`src/rtl/uart_demo_pkg.sv`:
```
`default_nettype none
// ============================================================================
//  Module   : uart_demo_pkg
//  Purpose  : Shared constants and state encoding for the UART demo return
//             path (frame serializer and its hex-character helper).
//  Contents : ASCII character codes, default frame size, serializer states.
//  Revision : 1.0 - initial release
// ============================================================================
package uart_demo_pkg;

    localparam logic [7:0] CHAR_CR     = 8'h0D;
    localparam logic [7:0] CHAR_LF     = 8'h0A;
    localparam logic [7:0] CHAR_0      = 8'h30;
    localparam logic [7:0] CHAR_A      = 8'h41;
    localparam int         FRAME_BYTES = 16;

    typedef enum logic [1:0] {
        ST_IDLE = 2'd0,
        ST_SEND = 2'd1,
        ST_CR   = 2'd2,
        ST_LF   = 2'd3
    } ser_state_t;

endpackage
`default_nettype wire

```
`src/rtl/frame_tx_serializer_if.sv`:
```
`default_nettype none
// ============================================================================
//  Module   : frame_tx_serializer_if
//  Purpose  : Byte stream towards the UART TX engine (valid/ready handshake).
//  Signals  : tx_data  - byte offered by the master
//             tx_valid - tx_data is valid
//             tx_ready - slave accepts the byte this cycle
//  Modports : master (serializer side), slave (UART TX side)
//  Revision : 1.0 - initial release
// ============================================================================
interface frame_tx_serializer_if;

    logic [7:0] tx_data;
    logic       tx_valid;
    logic       tx_ready;

    modport master (
        output tx_data,
        output tx_valid,
        input  tx_ready
    );

    modport slave (
        input  tx_data,
        input  tx_valid,
        output tx_ready
    );

endinterface
`default_nettype wire

```
`src/rtl/nib2ascii.sv`:
```
`default_nettype none
// ============================================================================
//  Module   : nib2ascii
//  Purpose  : Combinational nibble to uppercase ASCII hex character.
//  Ports    : i_nib  [3:0] - value 0..15
//             o_char [7:0] - '0'..'9' or 'A'..'F'
//  Revision : 1.0 - initial release
// ============================================================================
module nib2ascii
    import uart_demo_pkg::*;
(
    input  wire logic [3:0] i_nib,
    output logic      [7:0] o_char
);

    assign o_char = (i_nib < 4'd10) ? (CHAR_0 + {4'h0, i_nib})
                                    : (CHAR_A + {4'h0, i_nib} - 8'd10);

endmodule
`default_nettype wire

```
`src/rtl/frame_tx_serializer.sv`:
```
`default_nettype none
// ============================================================================
//  Module   : frame_tx_serializer
//  Purpose  : Captures one result frame and streams it byte by byte to the
//             UART TX engine, either as raw bytes or as uppercase hex text,
//             optionally terminated by CR LF.
//  Ports    : clk, rst      - clock, asynchronous active-high reset
//             i_din         - result frame, sampled on the i_din_valid cycle
//             i_din_valid   - one-cycle frame strobe
//             o_busy        - capture until final byte accepted
//             o_overrun     - one-cycle pulse after a frame was dropped
//             o_done        - high on the cycle the final byte transfers
//             tx            - byte stream (master modport)
//  Revision : 1.0 - initial release
// ============================================================================
module frame_tx_serializer
    import uart_demo_pkg::*;
#(
    parameter int NBYTES      = FRAME_BYTES,
    parameter bit ASCII_HEX   = 1'b1,
    parameter bit APPEND_CRLF = 1'b1,
    parameter bit MSB_FIRST   = 1'b1
) (
    input  wire logic                  clk,
    input  wire logic                  rst,
    input  wire logic [8*NBYTES-1:0]   i_din,
    input  wire logic                  i_din_valid,
    output logic                       o_busy,
    output logic                       o_overrun,
    output logic                       o_done,
    frame_tx_serializer_if.master      tx
);

    localparam int              NCHAR  = ASCII_HEX ? 2 * NBYTES : NBYTES;
    localparam int              IDXW   = (NCHAR > 1) ? $clog2(NCHAR) : 1;
    localparam logic [IDXW-1:0] C_LAST = IDXW'(NCHAR - 1);

    ser_state_t            r_state;
    logic [8*NBYTES-1:0]   r_shadow;
    logic [IDXW-1:0]       r_idx;
    logic [7:0]            r_tx_data;
    logic                  r_tx_valid;
    logic                  r_busy;
    logic                  r_overrun;

    logic                  w_xfer;
    logic                  w_capture;
    logic                  w_last;
    logic [IDXW-1:0]       w_sel_idx;
    logic [IDXW-1:0]       w_pos;
    logic [8*NBYTES-1:0]   w_src;
    logic [7:0]            w_char;

    assign w_xfer    = r_tx_valid & tx.tx_ready;
    assign w_capture = (r_state == ST_IDLE) & i_din_valid;
    assign w_last    = (r_idx == C_LAST);

    // tx_data is registered, so the character loaded at each edge is the one
    // for the *next* index. On capture the frame is not yet in the shadow
    // register, so the first character is taken straight from i_din.
    assign w_sel_idx = w_capture ? '0 : r_idx + 1'b1;
    assign w_pos     = MSB_FIRST ? (C_LAST - w_sel_idx) : w_sel_idx;
    assign w_src     = w_capture ? i_din : r_shadow;

    generate
        if (ASCII_HEX) begin : g_hex
            logic [3:0] w_nib;
            assign w_nib = w_src[4*w_pos +: 4];
            nib2ascii u_nib2ascii (
                .i_nib  (w_nib),
                .o_char (w_char)
            );
        end else begin : g_raw
            assign w_char = w_src[8*w_pos +: 8];
        end
    endgenerate

    always_ff @(posedge clk or posedge rst) begin
        if (rst) begin
            r_state    <= ST_IDLE;
            r_shadow   <= '0;
            r_idx      <= '0;
            r_tx_data  <= 8'h00;
            r_tx_valid <= 1'b0;
            r_busy     <= 1'b0;
            r_overrun  <= 1'b0;
        end else begin
            // busy is still high on the done cycle, so a strobe there drops too
            r_overrun <= i_din_valid & r_busy;
            case (r_state)
                ST_IDLE: begin
                    if (i_din_valid) begin
                        r_shadow   <= i_din;
                        r_idx      <= '0;
                        r_tx_data  <= w_char;
                        r_tx_valid <= 1'b1;
                        r_busy     <= 1'b1;
                        r_state    <= ST_SEND;
                    end
                end
                ST_SEND: begin
                    if (w_xfer) begin
                        if (w_last) begin
                            r_idx <= '0;
                            if (APPEND_CRLF) begin
                                r_tx_data <= CHAR_CR;
                                r_state   <= ST_CR;
                            end else begin
                                r_tx_valid <= 1'b0;
                                r_busy     <= 1'b0;
                                r_state    <= ST_IDLE;
                            end
                        end else begin
                            r_idx     <= r_idx + 1'b1;
                            r_tx_data <= w_char;
                        end
                    end
                end
                ST_CR: begin
                    if (w_xfer) begin
                        r_tx_data <= CHAR_LF;
                        r_state   <= ST_LF;
                    end
                end
                ST_LF: begin
                    if (w_xfer) begin
                        r_tx_valid <= 1'b0;
                        r_busy     <= 1'b0;
                        r_state    <= ST_IDLE;
                    end
                end
                default: r_state <= ST_IDLE;
            endcase
        end
    end

    // done must coincide with the final transfer, which depends on tx_ready
    // in the same cycle, so it is decoded rather than registered.
    assign o_done = w_xfer & (APPEND_CRLF ? (r_state == ST_LF)
                                          : ((r_state == ST_SEND) & w_last));

    assign o_busy      = r_busy;
    assign o_overrun   = r_overrun;
    assign tx.tx_data  = r_tx_data;
    assign tx.tx_valid = r_tx_valid;

endmodule
`default_nettype wire

```
`src/flat_wrapper.sv`:
```
// flat-port wrapper written by rule: the top's interface ports become plain ports
module frame_tx_serializer_flat import uart_demo_pkg::*;
#(
    parameter int NBYTES      = FRAME_BYTES,
    parameter bit ASCII_HEX   = 1'b1,
    parameter bit APPEND_CRLF = 1'b1,
    parameter bit MSB_FIRST   = 1'b1
)
  (clk, rst, i_din, i_din_valid, o_busy, o_overrun, o_done, tx_tx_data, tx_tx_valid, tx_tx_ready);
  frame_tx_serializer_if tx_i ();
  input  wire logic clk;
  input  wire logic rst;
  input  wire logic [8*NBYTES-1:0] i_din;
  input  wire logic i_din_valid;
  output logic o_busy;
  output logic o_overrun;
  output logic o_done;
  output wire logic [$bits(tx_i.tx_data)-1:0] tx_tx_data;
  output wire logic [$bits(tx_i.tx_valid)-1:0] tx_tx_valid;
  input wire logic [$bits(tx_i.tx_ready)-1:0] tx_tx_ready;
  assign tx_tx_data = tx_i.tx_data;
  assign tx_tx_valid = tx_i.tx_valid;
  assign tx_i.tx_ready = tx_tx_ready;
  frame_tx_serializer #(.NBYTES(NBYTES), .ASCII_HEX(ASCII_HEX), .APPEND_CRLF(APPEND_CRLF), .MSB_FIRST(MSB_FIRST)) u_core (.clk(clk), .rst(rst), .i_din(i_din), .i_din_valid(i_din_valid), .o_busy(o_busy), .o_overrun(o_overrun), .o_done(o_done), .tx(tx_i));
endmodule
```
`config.mk`:
```
export PLATFORM = sky130hd
export DESIGN_NAME = frame_tx_serializer_flat
export DESIGN_NICKNAME = d
export VERILOG_FILES = /design/src/rtl/uart_demo_pkg.sv /design/src/rtl/frame_tx_serializer_if.sv /design/src/rtl/nib2ascii.sv /design/src/rtl/frame_tx_serializer.sv /design/src/flat_wrapper.sv
export SDC_FILE = /design/constraint.sdc
export NUM_CORES = 1
export LEC_CHECK = 0
export ABC_CLOCK_PERIOD_IN_PS = 7600
export CAP_MARGIN = 20
export CORE_MARGIN = 10
export CORE_UTILIZATION = 48
export CTS_CLUSTER_DIAMETER = 100
export DETAILED_ROUTE_END_ITERATION = 10
export DONT_BUFFER_PORTS = 1
export PLACE_DENSITY_LB_ADDON = 0.12
export SYNTH_ARGS = -nofsm -noshare
export SYNTH_HDL_FRONTEND = slang
export SYNTH_HIERARCHICAL = 1
export SYNTH_SLANG_ARGS = --single-unit
```
`constraint.sdc`:
```
create_clock -name clk -period 7.6 [get_ports clk]
set_clock_uncertainty 0.15 [all_clocks]
set_input_delay 2.28 -clock clk [delete_from_list [all_inputs] [get_ports clk]]
set_output_delay 2.28 -clock clk [all_outputs]
set_load 0.01 [all_outputs]
```
==> results.txt <==
combinational share of power: 40.3%
Max Cap Viol: 0
die area: 0.0200 sq mm
total gr overflow: 0
Area Growth Syn to Fin: 9.45%
adder-cell share of the synthesized area: 1.41%
cell area after synthesis: 0.00710 sq mm
Non-Filler Instances: 993
CP peak stage delay: 0.19 ns
Lkg Pwr: 3.86 nW
RSZ-0062 raised after global routing: false
core area: 0.0145 sq mm
post-CTS setup buffers: 0
initial antenna violation count: 0
Pwr Density: 455 mW/mm^2
final WL: 18700 um
R2R Path Start: u_core/r_state[0]$_DFFE_PP0P_
initial drt markers: 413
worst r2r path cells: 13
Setup TNS: 0 ns
CTS sink count: 145
yosys warns: 6
Die Y: 142 um
Switching Fraction: 39.4%
Post-route DRC: 0
total track usage: 19.0%
Mapped Avg Cell Area: 8.64 sq um
synth cell count leaders: nand2_1 (426), dfrtp_1 (145), clkbuf_1 (29)
WP depth: 1
Post-Synth XOR/XNOR Area: 0.370%
Die X: 142 um
first-pass GRT wire length: 29800 um
CP Launch Point: tx_tx_ready
antenna cells: 0
FP Rows: 44
status: complete, no violations
maximum vdd drop: 174 uV
H-Tree Level Count: 4
Hold Fails Final Rpt: 0
mux share of post-synthesis cell area: 8.89%
critical path data arrival time: 2.47 ns
RePlAce Congestion: 0.821
CP Capture Type: primary output
Hold Buf Count CTS: 0
Seq/Total Area, Yosys: 51.1%
ys flop type: dfrtp_1
Buf/Inv on CP: 0
drt first pass iters: 5
Clock Power Share: 22.2%
Crit Path Category: in -> out
largest family of logic cells by synthesized area: simple AND/OR/NAND/NOR gates
Final period util: 64.5%
Port Buffers: 0
leading area contributor after synthesis: dfrtp_1
vias post-DR: 5430
Nets: 936
Worst path slowest cell: and3_1
CTS tree: done
clk buf depth: 2
hold_ws: 0.322 ns
largest net degree at the start of global routing: 109
Netlist cell types: 51
HPWL Detailed: 12800 um
initial core utilization: 48.8%
Resized cells post-CTS: 0
WP data required: 5.17 ns
Inst Count DP: 959
internal cell power: 2.14 mW
wire per inst: 18.8 um
CP max FO: 3
layout cells sized above 1: 9.15%
multi-input logic area: 0.00322 sq mm
Fmax achieved: 0.204 GHz
Via density: 5.47
Register Area: 0.00363 sq mm
P_sw: 1.39 mW
clock slew at reported path FFs: 0.06 ns
Hold/Removal Path Class: reg -> reg
fill count: 1378
syn_nets: 961
crit start category: input pin
Synth top area share: 51.1%
most common cell in the netlist: nand2_1
CP top delay family: simple AND/OR/NAND/NOR gates
num ports: 144
top cells by area, synth: dfrtp_1 (51%), nand2_1 (23%), mux4_2 (4.8%)
Slew HR: 36.6%
critical-path cell list: and3_1
CTS Buf Count: 17
Mapped Cells: 821
Clk Latency, worst-skew pair: 0.43 ns
number of synthesized flops with an enable pin: 0
simple-gate portion of the synthesized area: 27.0%
Post-synth ARST share: 100%
Worst Setup EP: o_done
Tmin final: 4.90 ns
CTS Root Cell: clkbuf_16
R2R Path End: u_core/tx.tx_data[3]$_DFFE_PP0P_
Max Slew Vio Count: 0
# setup viols final: 0
vias in the first global route: 5537
Reg2Reg Setup Slack: 3.69 ns
post-synthesis compound-gate area fraction: 7.28%
worst slew pin tran: 0.952 ns
number of routed nets with antenna violations: 0
Synth Register Bits: 145
Flop pwr share: 37.6%
-- worst min-delay path by stage --
stage	from	end	slack, ns	depth (start not counted)
5_1_grt	u_core/r_shadow[85]$_DFFE_PP0P_	u_core/r_shadow[85]$_DFFE_PP0P_	0.34	2
4_1_cts	u_core/r_shadow[19]$_DFFE_PP0P_	u_core/r_shadow[19]$_DFFE_PP0P_	0.32	2
3_3_place_gp	u_core/r_shadow[95]$_DFFE_PP0P_	u_core/r_shadow[95]$_DFFE_PP0P_	0.30	2
2_1_floorplan	u_core/r_shadow[75]$_DFFE_PP0P_	u_core/r_shadow[75]$_DFFE_PP0P_	0.29	2
3_5_place_dp	u_core/r_shadow[25]$_DFFE_PP0P_	u_core/r_shadow[25]$_DFFE_PP0P_	0.31	2
6_report	u_core/r_shadow[123]$_DFFE_PP0P_	u_core/r_shadow[123]$_DFFE_PP0P_	0.32	2
-- per-layer routing --
| layer | wire [um] | GRT usage, % |
|---|---|---|
| met5 | 0 | 0 |
| met4 | 158 | 4.90 |
| met3 | 1410 | 7.21 |
| met2 | 9110 | 30.0 |
| met1 | 7970 | 23.9 |
-- cell type report --
class	count	area share, %
Tap cell	184	2.96
Sequential cell	145	46.7
Clock inverter	13	1.34
Inverter	8	0.451
Clock buffer	19	5.83
Timing Repair Buffer	8	1.19
Multi-Input combinational cell	616	41.5
-- cells by family after synthesis --
kind of cell	Yosys count
AND/OR/NAND/NOR	487
flip-flops	145
multiplexers	43
XOR/XNOR	3
adder cells (fa/ha/maj)	8
other	1
AO/OA/AOI/OAI	74
buffers and inverters	60
-- flip-flops by register name, summed over array words and instances, names as in the netlist --
signal / cells
u_core/r_state: 2
u_core/o_busy: 1
u_core/o_overrun: 1
u_core/r_shadow: 128
u_core/r_idx: 5
u_core/tx.tx_data: 8
-- tightest hold or removal path: cells and delay by family, from the launching register on --
family	cells	cell delay [ns]
and+or+nand+nor	2	0.10
DFF	1	0.34
-- layout by cell type, fill, tap and decap left out, types with 6 or more instances in the layout --
cell type	instances
ha_1	7
mux2i_1	18
dfrtp_1	144
nor2b_1	12
buf_4	6
mux4_2	15
nor2_1	24
clkbuf_16	17
a21oi_1	7
nand2_1	425
a211oi_1	7
inv_1	7
o221ai_1	7
o21ai_0	16
nand3_1	7
mux2_2	9
-- power by group through the flow --
| stage | registers [mW] | clock network (mW) | logic [mW] |
|---|---|---|---|
| 3_5_place_dp | 1.34 | 0 | 1.41 |
| 6_report | 1.33 | 0.783 | 1.42 |
| 5_1_grt | 1.37 | 0.839 | 1.62 |
| 2_1_floorplan | 1.28 | 0 | 1.13 |
| 3_3_place_gp | 1.33 | 0 | 1.37 |
| 4_1_cts | 1.33 | 0.802 | 1.41 |
-- through the flow --
step | utilization (%) | instance area (sq um) | setup WS (ns) | power (mW)
3_3_place_gp | 49.3 | 7160 | 2.29 | 2.70
6_report | 53.4 | 7770 | 2.70 | 3.53
5_1_grt | 53.4 | 7770 | 2.51 | 3.83
3_5_place_dp | 49.3 | 7160 | 2.14 | 2.75
4_1_cts | 53.1 | 7720 | 2.57 | 3.54
2_1_floorplan | - | 7100 | 1.28 | 2.41
(Power assumes the default switching activity.)
